$ cat src/rtl/tx_hs_pkg.sv
// Shared definitions for the D-PHY HS transmit path: FSM state encodings,
// sync/trail bytes and the burst controller state type.
package tx_hs_pkg;

  typedef enum logic [2:0] {
    HS_STOP  = 3'b000,
    HS_ZERO  = 3'b001,
    HS_SYNC  = 3'b010,
    HS_DATA  = 3'b011,
    HS_TRAIL = 3'b100
  } hs_state_e;

  localparam logic [7:0] HS_SYNC_BYTE  = 8'h1D;
  localparam logic [7:0] HS_TRAIL_BYTE = 8'hFF;

  typedef enum logic [1:0] {
    C_IDLE,
    C_SEND,
    C_WAIT_TRAIL
  } ctrl_state_e;

endpackage

$ cat src/rtl/tx_byte_fifo.sv
// Synchronous FIFO with combinational head read; DEPTH must be a power of two.
module tx_byte_fifo #(
  parameter int unsigned WIDTH = 9,
  parameter int unsigned DEPTH = 16
) (
  input  logic                           clk,
  input  logic                           rst,
  input  logic                           wr_en,
  input  logic [WIDTH-1:0]               wr_data,
  input  logic                           rd_en,
  output logic [WIDTH-1:0]               rd_data,
  output logic                           full,
  output logic                           empty,
  output logic [$clog2(DEPTH+1)-1:0]     level
);

  localparam int unsigned AW = $clog2(DEPTH);
  localparam int unsigned LW = $clog2(DEPTH + 1);

  logic [WIDTH-1:0] mem [DEPTH];
  logic [AW-1:0]    wr_ptr;
  logic [AW-1:0]    rd_ptr;
  logic [LW-1:0]    count;
  logic             wr_ok;
  logic             rd_ok;

  assign full    = (count == LW'(DEPTH));
  assign empty   = (count == '0);
  assign wr_ok   = wr_en & ~full;
  assign rd_ok   = rd_en & ~empty;
  assign rd_data = mem[rd_ptr];
  assign level   = count;

  always_ff @(posedge clk) begin
    if (wr_ok) begin
      mem[wr_ptr] <= wr_data;
    end
  end

  always_ff @(posedge clk) begin
    if (rst) begin
      wr_ptr <= '0;
      rd_ptr <= '0;
      count  <= '0;
    end else begin
      if (wr_ok) begin
        wr_ptr <= wr_ptr + AW'(1);
      end
      if (rd_ok) begin
        rd_ptr <= rd_ptr + AW'(1);
      end
      case ({wr_ok, rd_ok})
        2'b10:   count <= count + LW'(1);
        2'b01:   count <= count - LW'(1);
        default: count <= count;
      endcase
    end
  end

endmodule

$ cat src/rtl/tx_hs_burst_ctrl.sv
// HS burst controller: buffers application bytes and sequences Enable/byte
// handoff to the HS transmitter FSM, with a minimum LP gap between bursts.
module tx_hs_burst_ctrl #(
  parameter int unsigned FIFO_DEPTH   = 16,
  parameter int unsigned START_THRESH = 8,
  parameter int unsigned T_LP_GAP     = 6
) (
  input  logic                              TX_DDR_clk,
  input  logic                              TX_rst,
  input  logic                              wr_valid,
  input  logic [7:0]                        wr_data,
  input  logic                              wr_last,
  output logic                              wr_ready,
  input  logic [2:0]                        TX_HS_STATE,
  output logic                              Enable,
  output logic                              TX_VALID,
  output logic [7:0]                        TX_BYTE_DATA,
  output logic                              TX_HS_END_DATA,
  output logic                              busy,
  output logic                              underrun,
  output logic [$clog2(FIFO_DEPTH+1)-1:0]   fifo_level
);

  import tx_hs_pkg::*;

  localparam int unsigned LW = $clog2(FIFO_DEPTH + 1);
  localparam int unsigned GW = $clog2(T_LP_GAP + 2);

  ctrl_state_e   state;
  hs_state_e     hs;
  logic [8:0]    head;
  logic          fifo_full;
  logic          fifo_empty;
  logic [LW-1:0] level;
  logic [LW-1:0] pkt_cnt;
  logic [GW-1:0] gap_cnt;
  logic [GW-1:0] gap_nxt;
  logic          wr_acc;
  logic          pop;
  logic          pop_last;
  logic          start_ok;

  tx_byte_fifo #(
    .WIDTH (9),
    .DEPTH (FIFO_DEPTH)
  ) u_fifo (
    .clk     (TX_DDR_clk),
    .rst     (TX_rst),
    .wr_en   (wr_valid),
    .wr_data ({wr_last, wr_data}),
    .rd_en   (pop),
    .rd_data (head),
    .full    (fifo_full),
    .empty   (fifo_empty),
    .level   (level)
  );

  assign hs         = hs_state_e'(TX_HS_STATE);
  assign wr_ready   = ~fifo_full;
  assign wr_acc     = wr_valid & ~fifo_full;
  assign fifo_level = level;
  assign busy       = (state != C_IDLE);

  assign pop            = (state == C_SEND) && (hs == HS_DATA) && !fifo_empty;
  assign pop_last       = pop & head[8];
  assign TX_VALID       = pop;
  assign TX_BYTE_DATA   = pop ? head[7:0] : '0;
  assign TX_HS_END_DATA = pop_last;

  // Gap test uses the post-increment value so the launch decision lands in the
  // T_LP_GAP-th IDLE cycle, giving a T_LP_GAP+1 Enable-low window from STOP.
  assign gap_nxt  = (gap_cnt == GW'(T_LP_GAP)) ? gap_cnt : gap_cnt + GW'(1);
  assign start_ok = (gap_nxt == GW'(T_LP_GAP)) &&
                    ((pkt_cnt != '0) || (level >= LW'(START_THRESH)));

  always_comb begin
    Enable = 1'b0;
    case (state)
      C_SEND:       Enable = 1'b1;
      C_WAIT_TRAIL: Enable = (hs != HS_STOP);
      default:      Enable = 1'b0;
    endcase
  end

  always_ff @(posedge TX_DDR_clk) begin
    if (TX_rst) begin
      state    <= C_IDLE;
      pkt_cnt  <= '0;
      gap_cnt  <= GW'(T_LP_GAP);
      underrun <= 1'b0;
    end else begin
      case ({wr_acc & wr_last, pop_last})
        2'b10:   pkt_cnt <= pkt_cnt + LW'(1);
        2'b01:   pkt_cnt <= pkt_cnt - LW'(1);
        default: pkt_cnt <= pkt_cnt;
      endcase

      case (state)
        C_IDLE: begin
          gap_cnt <= gap_nxt;
          if (start_ok) begin
            state <= C_SEND;
          end
        end
        C_SEND: begin
          if ((hs == HS_DATA) && fifo_empty) begin
            underrun <= 1'b1;
          end
          if (pop_last) begin
            state <= C_WAIT_TRAIL;
          end
        end
        C_WAIT_TRAIL: begin
          if (hs == HS_STOP) begin
            state   <= C_IDLE;
            gap_cnt <= '0;
          end
        end
        default: state <= C_IDLE;
      endcase
    end
  end

endmodule

$ cat config.mk
export PLATFORM = sky130hd
export DESIGN_NAME = tx_hs_burst_ctrl
export DESIGN_NICKNAME = d
export VERILOG_FILES = /design/src/rtl/tx_hs_pkg.sv /design/src/rtl/tx_byte_fifo.sv /design/src/rtl/tx_hs_burst_ctrl.sv
export SDC_FILE = /design/constraint.sdc
export NUM_CORES = 1
export LEC_CHECK = 0
export ABC_AREA = 1
export BUFFER_PORTS_ARGS = -buffer_cell sky130_fd_sc_hd__buf_2
export CAP_MARGIN = 20
export CORE_UTILIZATION = 35
export CTS_BUF_LIST = sky130_fd_sc_hd__clkbuf_4 sky130_fd_sc_hd__clkbuf_8
export DETAILED_ROUTE_END_ITERATION = 12
export PLACE_DENSITY = 0.59
export SYNTH_ARGS = -nofsm -noshare
export SYNTH_HDL_FRONTEND = slang
export SYNTH_SLANG_ARGS = --single-unit
$ cat constraint.sdc
create_clock -name TX_DDR_clk -period 3.4 [get_ports TX_DDR_clk]
set_input_delay 0.68 -clock TX_DDR_clk [delete_from_list [all_inputs] [get_ports TX_DDR_clk]]
set_output_delay 0.68 -clock TX_DDR_clk [all_outputs]
set_load 0.03 [all_outputs]
# Yosys cells after proc, flatten, opt, wreduce, memory -nomap -nowiden
# Memory sizes are Yosys's and may differ from the RTL's. A register that Yosys moved wholly into a read port is not among the register bits.
# Index checks and enable logic that the tools add are counted.
dict set report classes {
  reduce_logical 18
  addsub 7
  mux 15
  bitwise 6
  n_lt_le_gt_ge 1
  n_eq_ne 13
  mul 0
  div_mod_pow 0
  shifts 0
}
# operator n
set ops {}
lappend ops {{one-hot mux 5 bit (2 select lines)} 2}
lappend ops {{adder 5 x 1 -> 5 bit (second input constant)} 2}
lappend ops {{subtractor 5 x 1 -> 5 bit (second input constant)} 2}
lappend ops {{adder 4 x 1 -> 4 bit (second input constant)} 2}
lappend ops {{2-to-1 mux 4 bit} 2}
lappend ops {{2-to-1 mux 8 bit} 1}
lappend ops {{nonzero test 2 bit} 4}
lappend ops {{equality test 2 x 1 -> 1 bit (second input constant)} 3}
lappend ops {{equality test 2 bit (second input constant)} 3}
lappend ops {{equality test 3 bit (second input constant)} 2}
lappend ops {{2-to-1 mux 2 bit} 3}
lappend ops {{2-to-1 mux 3 bit} 2}
lappend ops {{!= test 2 bit (second input constant)} 3}
lappend ops {{one-hot mux 2 bit (3 select lines)} 1}
lappend ops {{one-hot mux 3 bit (2 select lines)} 1}
lappend ops {{equality test 5 bit (second input constant)} 1}
lappend ops {{>= comparator 5 x 4 -> 1 bit (second input constant)} 1}
lappend ops {{logical NOT 5 bit} 1}
lappend ops {{nonzero test 5 bit} 1}
lappend ops {{AND 1 bit} 4}
lappend ops {{logical AND 1 bit} 4}
lappend ops {{AND reduction 2 bit} 2}
lappend ops {{adder 3 x 1 -> 3 bit (second input constant)} 1}
lappend ops {{equality test 3 x 2 -> 1 bit (second input constant)} 1}
lappend ops {{other kinds (9)} 11}
dict set report word_totals {
  latch_bits 0
  out_inout_bits 19
  input_bits 15
  wordCells 68
  ramBits 144
  mem_bits_ro 0
  regBits 24
  memories 1
}
# memory words word_bits read_ports rd_clocked_by_memory_dff write_ports line
set mem_list {}
lappend mem_list {u_fifo.mem 16 9 1 1 1 tx_byte_fifo.sv:20} ;# logic [WIDTH-1:0] mem [DEPTH];

# Logic depth before layout (Yosys ltp)
# Gate-level depths: netlist (run 1).
dict set report depth {
  depth_word 6
  depth_mapped 18
  depth_no_buf 17
}

# Modules after synthesis
# A second synthesis (run 1) with hierarchy kept.
dict set report unflattened {
  cells_unflattened 661
  area_unflattened_um2 7686.1
}
# mod area_per_inst_um2 cells_each instances
set modules_own_cells {}
lappend modules_own_cells {tx_byte_fifo 6762.7 518 1}
lappend modules_own_cells {tx_hs_burst_ctrl 923.4 143 1}

# Worst setup path after synthesis (run 1)
# OpenSTA, ideal clock, no wires.
dict set report synth_path {
  path_kind {input port to flip-flop}
  startpoint {input port TX_HS_STATE[2]}
  endpoint {register u_fifo.count[4], in the netlist u_fifo.level[4]}
  path_slack_ns 0.695
  path_stages 14
  arrival_ns 2.641
  path_buffers 1
  setup_time_ns 0.064
  cell_sequence {nor3_1 nand2_1 inv_1 buf_2 ha_1 inv_1 fa_1 nor2_1 a211oi_1 nand2_1 nand2_1 o21ai_0 nand2_1 nor2_1}
}
dict set report synth_between {
  elab_chain_len 6
  word_cells_on_any_way 8
  cone_classes {eq/ne (3); mux (1); bitwise (1); reduce/logical (3)}
}
# item line
set synth_lines {}
lappend synth_lines {{start, declared} tx_hs_burst_ctrl.sv:14} ;# input logic [2:0] TX_HS_STATE,
lappend synth_lines {{equality test 3 x 2 -> 1 bit *} tx_hs_burst_ctrl.sv:64} ;# assign pop = (state == C_SEND) && (hs == HS_DATA) && !fifo_empty;
lappend synth_lines {{logical AND 1 bit * (2 in series)} tx_hs_burst_ctrl.sv:64}
lappend synth_lines {{net TX_VALID} tx_hs_burst_ctrl.sv:16} ;# output logic TX_VALID,
lappend synth_lines {{AND 1 bit *} tx_byte_fifo.sv:30} ;# assign rd_ok = rd_en & ~empty;
lappend synth_lines {{equality test 2 x 1 -> 1 bit or equality test 2 bit (tied branches)} tx_byte_fifo.sv:52} ;# case ({wr_ok, rd_ok})
lappend synth_lines {{one-hot mux 5 bit (2 select lines) or nonzero test 2 bit (tied branches)} -}
lappend synth_lines {{end signal, assigned} tx_byte_fifo.sv:53} ;# 2'b10: count <= count + LW'(1);
lappend synth_lines {{end signal, assigned} tx_byte_fifo.sv:54} ;# 2'b01: count <= count - LW'(1);
lappend synth_lines {{end signal, assigned} tx_byte_fifo.sv:55} ;# default: count <= count;
lappend synth_lines {{end, declared} tx_byte_fifo.sv:23} ;# logic [LW-1:0] count;
# The timed path passes the listed nets; every way through them passes the cells marked *.
# A chain may end at the register's enable or synchronous reset.

# Final worst setup path (run 1)
dict set report layout_path {
  startpoint {register state[1]}
  endpoint {output port TX_BYTE_DATA[1]}
}
dict set report layout_between {
  elab_chain_len 4
}
# item line
set layout_lines {}
lappend layout_lines {{start, declared} tx_hs_burst_ctrl.sv:29} ;# ctrl_state_e state;
lappend layout_lines {{start signal, assigned} tx_hs_burst_ctrl.sv:87} ;# state <= C_IDLE;
lappend layout_lines {{start signal, assigned} tx_hs_burst_ctrl.sv:102} ;# state <= C_SEND;
lappend layout_lines {{start signal, assigned} tx_hs_burst_ctrl.sv:110} ;# state <= C_WAIT_TRAIL;
lappend layout_lines {{equality test 2 x 1 -> 1 bit} tx_hs_burst_ctrl.sv:64}
lappend layout_lines {{logical AND 1 bit (2 in series)} tx_hs_burst_ctrl.sv:64}
lappend layout_lines {{2-to-1 mux 8 bit} tx_hs_burst_ctrl.sv:67} ;# assign TX_BYTE_DATA = pop ? head[7:0] : '0;
lappend layout_lines {{end, declared} tx_hs_burst_ctrl.sv:17} ;# output logic [7:0] TX_BYTE_DATA,
# Every way passes these cells.

==> results of run 1 <==
[routing by layer]
metal | track usage | vias to the layer above | share of wire
met4 | 0.0464 | 0 | 0.013
li1 | - | 2398 | -
met5 | 0 | - | 0
met3 | 0.0382 | 21 | 0.051
met2 | 0.238 | 120 | 0.46
met1 | 0.211 | 2330 | 0.47
[area by class of cell]
cell class | count | area, sq um | share of cell area
Sequential cell | 172 | 4890 | 0.593
Clock buffer | 17 | 234 | 0.0284
Timing Repair Buffer | 55 | 355 | 0.0431
Tap cell | 270 | 338 | 0.0410
Multi-Input combinational cell | 408 | 2100 | 0.255
Inverter | 49 | 191 | 0.0232
Antenna cell | 1 | 2.50 | 0.000303
Clock inverter | 15 | 139 | 0.0168
[metrics by stage]
| step | total power [mW] | instances | instance area (sq um) | worst slack (ns) |
|---|---|---|---|---|
| finish | 4.23 | 987 | 8250 | 0.192 |
| global route | 4.43 | 986 | 8240 | 0.0208 |
| detailed placement | 2.92 | 954 | 7870 | 0.475 |
| floorplan | 2.79 | 658 | 7380 | 0.695 |
| CTS | 4.27 | 986 | 8240 | 0.0510 |
| global placement | 2.92 | 954 | 7870 | 0.512 |
[flip-flops by register name, indices dropped and copies added, names as in the netlist, named ones only]
| name | flops |
|---|---|
| gap_cnt | 3 |
| pkt_cnt | 5 |
| state | 2 |
| u_fifo.level | 5 |
| u_fifo.mem | 144 |
| u_fifo.rd_ptr | 4 |
| u_fifo.wr_ptr | 4 |
| underrun | 1 |
[synth_stat cells, types with 11 or more instances]
master / instances / area share
edfxtp_1: 144 / 0.59
nor2_1: 115 / 0.058
nand2_1: 84 / 0.043
o21ai_0: 73 / 0.049
inv_1: 44 / 0.022
dfxtp_1: 28 / 0.076
o22ai_1: 24 / 0.020
ha_1: 19 / 0.032
o21ai_1: 18 / 0.012
nand3_1: 16 / 0.011
a21oi_1: 14 / 0.0095
buf_2: 11 / 0.0075
[where the power goes]
group,leakage [nW],internal (mW),switching (mW)
combinational,1.31,0.170,0.322
clock,0.183,0.591,0.771
sequential,1.53,2.34,0.0416
[worst max-delay path: stages (launching register included)]
cell and delay, ns:
dfxtp_1 0.34, inv_1 0.10, ha_1 0.20, inv_1 0.07, nor3_2 0.20, nand2_1 0.14
inv_1 0.14, buf_4 0.22, nand2_1 0.11, a31oi_1 0.29, buf_2 0.27
[path summary, 6_finish.rpt]
| kind | start | end | slack [ns] | cells past startpoint |
|---|---|---|---|---|
| setup reg to reg | flip-flop | pkt_cnt[3] | 0.64 | 17 |
| hold / removal | underrun | underrun | 0.49 | 2 |
| setup / recovery | state[1] | TX_BYTE_DATA[1] | 0.19 | 10 |
| hold reg to reg | underrun | underrun | 0.49 | 2 |
[kinds of logic (layout without fill, tap and decap cells)]
family | after synthesis | count (layout) | synth area share
AOI/OAI and AO/OA | 155 | 155 | 0.117
xor gates and xnor gates | 8 | 8 | 0.00949
adders and majority gates | 21 | 21 | 0.0376
buffers and inverters | 78 | 136 | 0.0549
DFF | 172 | 172 | 0.661
other | 0 | 1 | 0
and+or+nand+nor | 224 | 224 | 0.120
==> results.yml, run 1 <==
detailed_routing:
  drt-initial-drc-count: 330
  drc_errors: 0
  dr.pass1.iters: 6
  avgViaCountPerCell: 4.93
  via_count: 4869
  routed_wl_microns: 16000
  ant_nets: 0
  routedWlPerCell_microns: 16.2
global_routing:
  grt_pass1_wl_microns: 24900
  grt_pass1_vias: 4570
  grtUsageTotal: 0.153
  grt-ovfl-total: 0
  grt_max_degree: 73
  antenna_found_initial: 0
floorplan:
  die-area_sq_um: 21700
  core_sq_um: 20400
  dieWidth_microns: 147
  ios: 34
  initial_core_util: 0.361
  die_h_microns: 147
  row_count: 52
clocking:
  cts.sinks: 172
  clock_latency_ns: 0.46
  cts_buffer_depth: 2
  post_cts_resized: 0
  ctsHoldBuffers: 0
  h-tree-depth: 4
  cts_root_buf: "clkbuf_8"
  cts_tree: "yes"
  cts_setup_buffers: 0
  clk_pin_slew_worst_paths_ns: 0.09
  numCtsBuffers: 17
sta:
  max_freq_ghz: 0.312
  period_share: 0.944
  period_needed_ns: 3.21
  whs_ns: 0.490
  hold_viol: 0
  tns_ns: 0
  slew_violations: 0
  rsz0062_at_grt: "false"
  relSlewSlack: 0.421
  worst_pin_slew_ns: 0.866
  finalSetupViolations: 0
  skew_ns: 0.0134
critical_path:
  worstSetupEndpointType: "output pin"
  startpoint_type: "flip-flop"
  worstPathArrival_ns: 2.53
  worstSetupPathType: "flip-flop to output pin"
  cp.required_ns: 2.72
  worst-path-max-fanout: 11
logic_synthesis:
  ys_ff_latch: 172
  syn_avg_cell_area_sq_um: 11.2
  synth_edf_count: 144
  syn_nets: 694
  syn_inst: 658
  ys_warn_count: 0
  syn_area_sq_um: 7380
  synth_seq_area_share: 0.661
  synthFlopType: "edfxtp_1"
  synthArstFlopShare: 0
  yosysUniqueCellTypes: 35
cells_and_area:
  finalCoreUtilization: 0.404
  layout_common_cells: "edfxtp_1, nor2_1, nand2_1, o21ai_0, inv_1"
  syn_to_final_growth_pct: 11.7
  fin_nets: 739
  drive_gt1_frac: 0.133
  layout_commonest_cell: "edfxtp_1"
  fillCellCount: 1957
hold_path:
  holdCritPathClass: "flip-flop to flip-flop"
placement:
  portBuffers: 33
  dp_hpwl_microns: 9670
  gp_congestion: 0.748
power:
  leakage_nw: 3.03
  p_per_area_nw_per_um2: 514
  ir_drop_v: 0.000322
job:
  max_cap_viol_count: 0
run_status:
  status: "completed"
No activity file was read; power rests on OpenSTA's default activity.
==> inputs of run 2 (changes only) <==
--- a/config.mk
+++ b/config.mk
@@ -8,6 +8,7 @@
 export ABC_AREA = 1
 export BUFFER_PORTS_ARGS = -buffer_cell sky130_fd_sc_hd__buf_2
 export CAP_MARGIN = 20
+export CORE_MARGIN = 1.5
 export CORE_UTILIZATION = 35
 export CTS_BUF_LIST = sky130_fd_sc_hd__clkbuf_4 sky130_fd_sc_hd__clkbuf_8
 export DETAILED_ROUTE_END_ITERATION = 12
==> run 2 against run 1 <==
Via count is 1.3% lower. Clock power up 9.6%. Worst hold slack got worse by 0.0070 ns. Combinational power is essentially flat. Maximum frequency rose by 1.4%. Non-clock buffer count grew 3. Core utilization up 0.13 points. Count of clock-buffer cells in the layout stayed put. Sequential power about the same. Critical path depth is 1 lower.
==> results.yml, run 2 (synthesized netlist as in run 1, its figures left out) <==
run_status:
  status: "completed"
hold_path:
  holdCritPathClass: "flip-flop to flip-flop"
detailed_routing:
  avgViaCountPerCell: 4.86
  drc_errors: 0
  routed_wl_microns: 15800
  dr.pass1.iters: 4
  via_count: 4807
  drt-initial-drc-count: 365
  ant_nets: 0
  routedWlPerCell_microns: 15.9
clocking:
  h-tree-depth: 4
  cts.sinks: 172
  clk_pin_slew_worst_paths_ns: 0.09
  cts_tree: "yes"
  cts_root_buf: "clkbuf_8"
  ctsHoldBuffers: 0
  clock_latency_ns: 0.46
  numCtsBuffers: 17
  cts_buffer_depth: 2
floorplan:
  dieWidth_microns: 148
  row_count: 52
  initial_core_util: 0.360
  ios: 34
  die-area_sq_um: 22000
  core_sq_um: 20500
  die_h_microns: 148
sta:
  worst_pin_slew_ns: 0.422
  rsz0062_at_grt: "false"
  slew_violations: 0
  tns_ns: 0
  period_needed_ns: 3.16
  skew_ns: 0.0151
  finalSetupViolations: 0
  hold_viol: 0
  relSlewSlack: 0.719
  period_share: 0.930
  max_freq_ghz: 0.316
critical_path:
  max_stage_delay_ns: 0.41
  worst-path-max-fanout: 40
  critical_path_buf_inv_count: 3
  startpoint_type: "flip-flop"
  cp.required_ns: 2.72
  cp_top_family: "buffers and inverters"
  slowest_stage: "dfxtp_2"
  r2r-end: "pkt_cnt[4]"
  r2r_setup_slack_ns: 0.63
  r2r_cells: 15
  worstSetupEndpointType: "output pin"
  cp_cell_sequence: "buf_4 > buf_4 > o21ai_1 > o211ai_1 > o21ai_1 > nand2_1 > nand2_1 > a31oi_1 > buf_2"
  worstSetupPathType: "flip-flop to output pin"
  worstPathArrival_ns: 2.48
  cp.depth: 9
  endpoint: "TX_BYTE_DATA[7]"
cells_and_area:
  finalCoreUtilization: 0.405
  regMostFlops: "u_fifo.mem"
  largest_reg_flops: 144
  syn_to_final_growth_pct: 12.4
  fillCellCount: 1987
  layout_common_cells: "edfxtp_1, nor2_1, nand2_1, o21ai_0, inv_1"
  layout_commonest_cell: "edfxtp_1"
  drive_gt1_frac: 0.138
  fin_nets: 742
  n_antenna_cell: 0
  layoutNonFillerInstCount: 989
power:
  comb_power_share: 0.113
  power_frac_seq: 0.545
  p_total_mw: 4.37
  p_per_area_nw_per_um2: 526
  switching_share: 0.269
  leakage_nw: 3.06
  power_switching_mw: 1.17
  intPower_mw: 3.19
  ir_drop_v: 0.000386
  clkPwrFrac: 0.342
global_routing:
  grt_max_degree: 50
  grt_pass1_vias: 4804
  antenna_found_initial: 0
  grt_pass1_wl_microns: 25500
  grt-ovfl-total: 0
  grtUsageTotal: 0.153
placement:
  dp_hpwl_microns: 9750
  dp.cells: 957
  gp_congestion: 0.734
  portBuffers: 33
job:
  max_cap_viol_count: 0
==> run 2: cell types whose count changed in the layout (fill, tap and decap cells not counted), sizes merged <==
cell | previous run | this run
diode | 1 | 0
inv | 52 | 53
bufinv | 1 | 2
buf | 55 | 58
clkinvlp | 3 | 2
clkinv | 8 | 7
==> run 2: area by class of cell <==
cell class	count	area, sq um	share of cell area
timing repair buffer	58	365	0.0440
multi-input combinational	408	2100	0.253
tap	270	338	0.0407
inverter	49	191	0.0231
clock buffer	17	234	0.0282
clock inverter	15	184	0.0222
sequential	172	4890	0.589
==> run 2: worst min-delay path by stage <==
| stage | startpoint | end | slack, ns | cells after the start |
|---|---|---|---|---|
| after detailed placement | underrun | underrun | 0.45 | 2 |
| after CTS | u_fifo.rd_ptr[2] | u_fifo.rd_ptr[2] | 0.49 | 1 |
| after floorplan | u_fifo.rd_ptr[2] | flip-flop | 0.44 | 1 |
| after global placement | underrun | underrun | 0.45 | 2 |
| after global routing | underrun | underrun | 0.51 | 2 |
| final | u_fifo.rd_ptr[2] | u_fifo.rd_ptr[2] | 0.48 | 1 |
==> run 2: per-stage QoR <==
| stage | area [sq um] | hold WS [ns] | setup WS (ns) |
|---|---|---|---|
| CTS | 8290 | 0.486 | 0.190 |
| floorplan | 7380 | 0.435 | 0.695 |
| detailed placement | 7880 | 0.452 | 0.495 |
| global route | 8300 | 0.508 | 0.00284 |
| global placement | 7880 | 0.455 | 0.569 |
| finish | 8300 | 0.483 | 0.237 |
==> run 2: metal layers <==
layer  routed length [microns]  share of wire  up-vias  track usage
met5                         0              0        -            0
met4                       133         0.0084        0       0.0426
met3                       630          0.040        8       0.0383
met2                      7570           0.48       91        0.253
met1                      7440           0.47     2308        0.200
li1                          -              -     2400            -
==> run 2: what timing repair did <==
item | in CTS | in global routing
endpoints found under the setup margin | 0 | 3
buffers inserted | 0 | 0
gates resized for setup | 0 | 1
==> run 2: worst reg2reg max path: cells and delay by family, from the launching register on <==
kind / cells / cell delay (ns)
AOI/OAI and AO/OA: 2 / 0.33
DFF: 1 / 0.59
xor gates and xnor gates: 1 / 0.16
and+or+nand+nor: 8 / 0.68
buffers and inverters: 2 / 0.35
adders and majority gates: 2 / 0.59
==> run 2: power by group through the flow <==
stage / registers, mW / clock network [mW] / logic [mW]
final: 2.38 / 1.49 / 0.492
after floorplan: 2.43 / 0 / 0.359
after detailed placement: 2.43 / 0 / 0.496
after global placement: 2.43 / 0 / 0.495
after CTS: 2.38 / 1.53 / 0.498
after global routing: 2.39 / 1.62 / 0.560
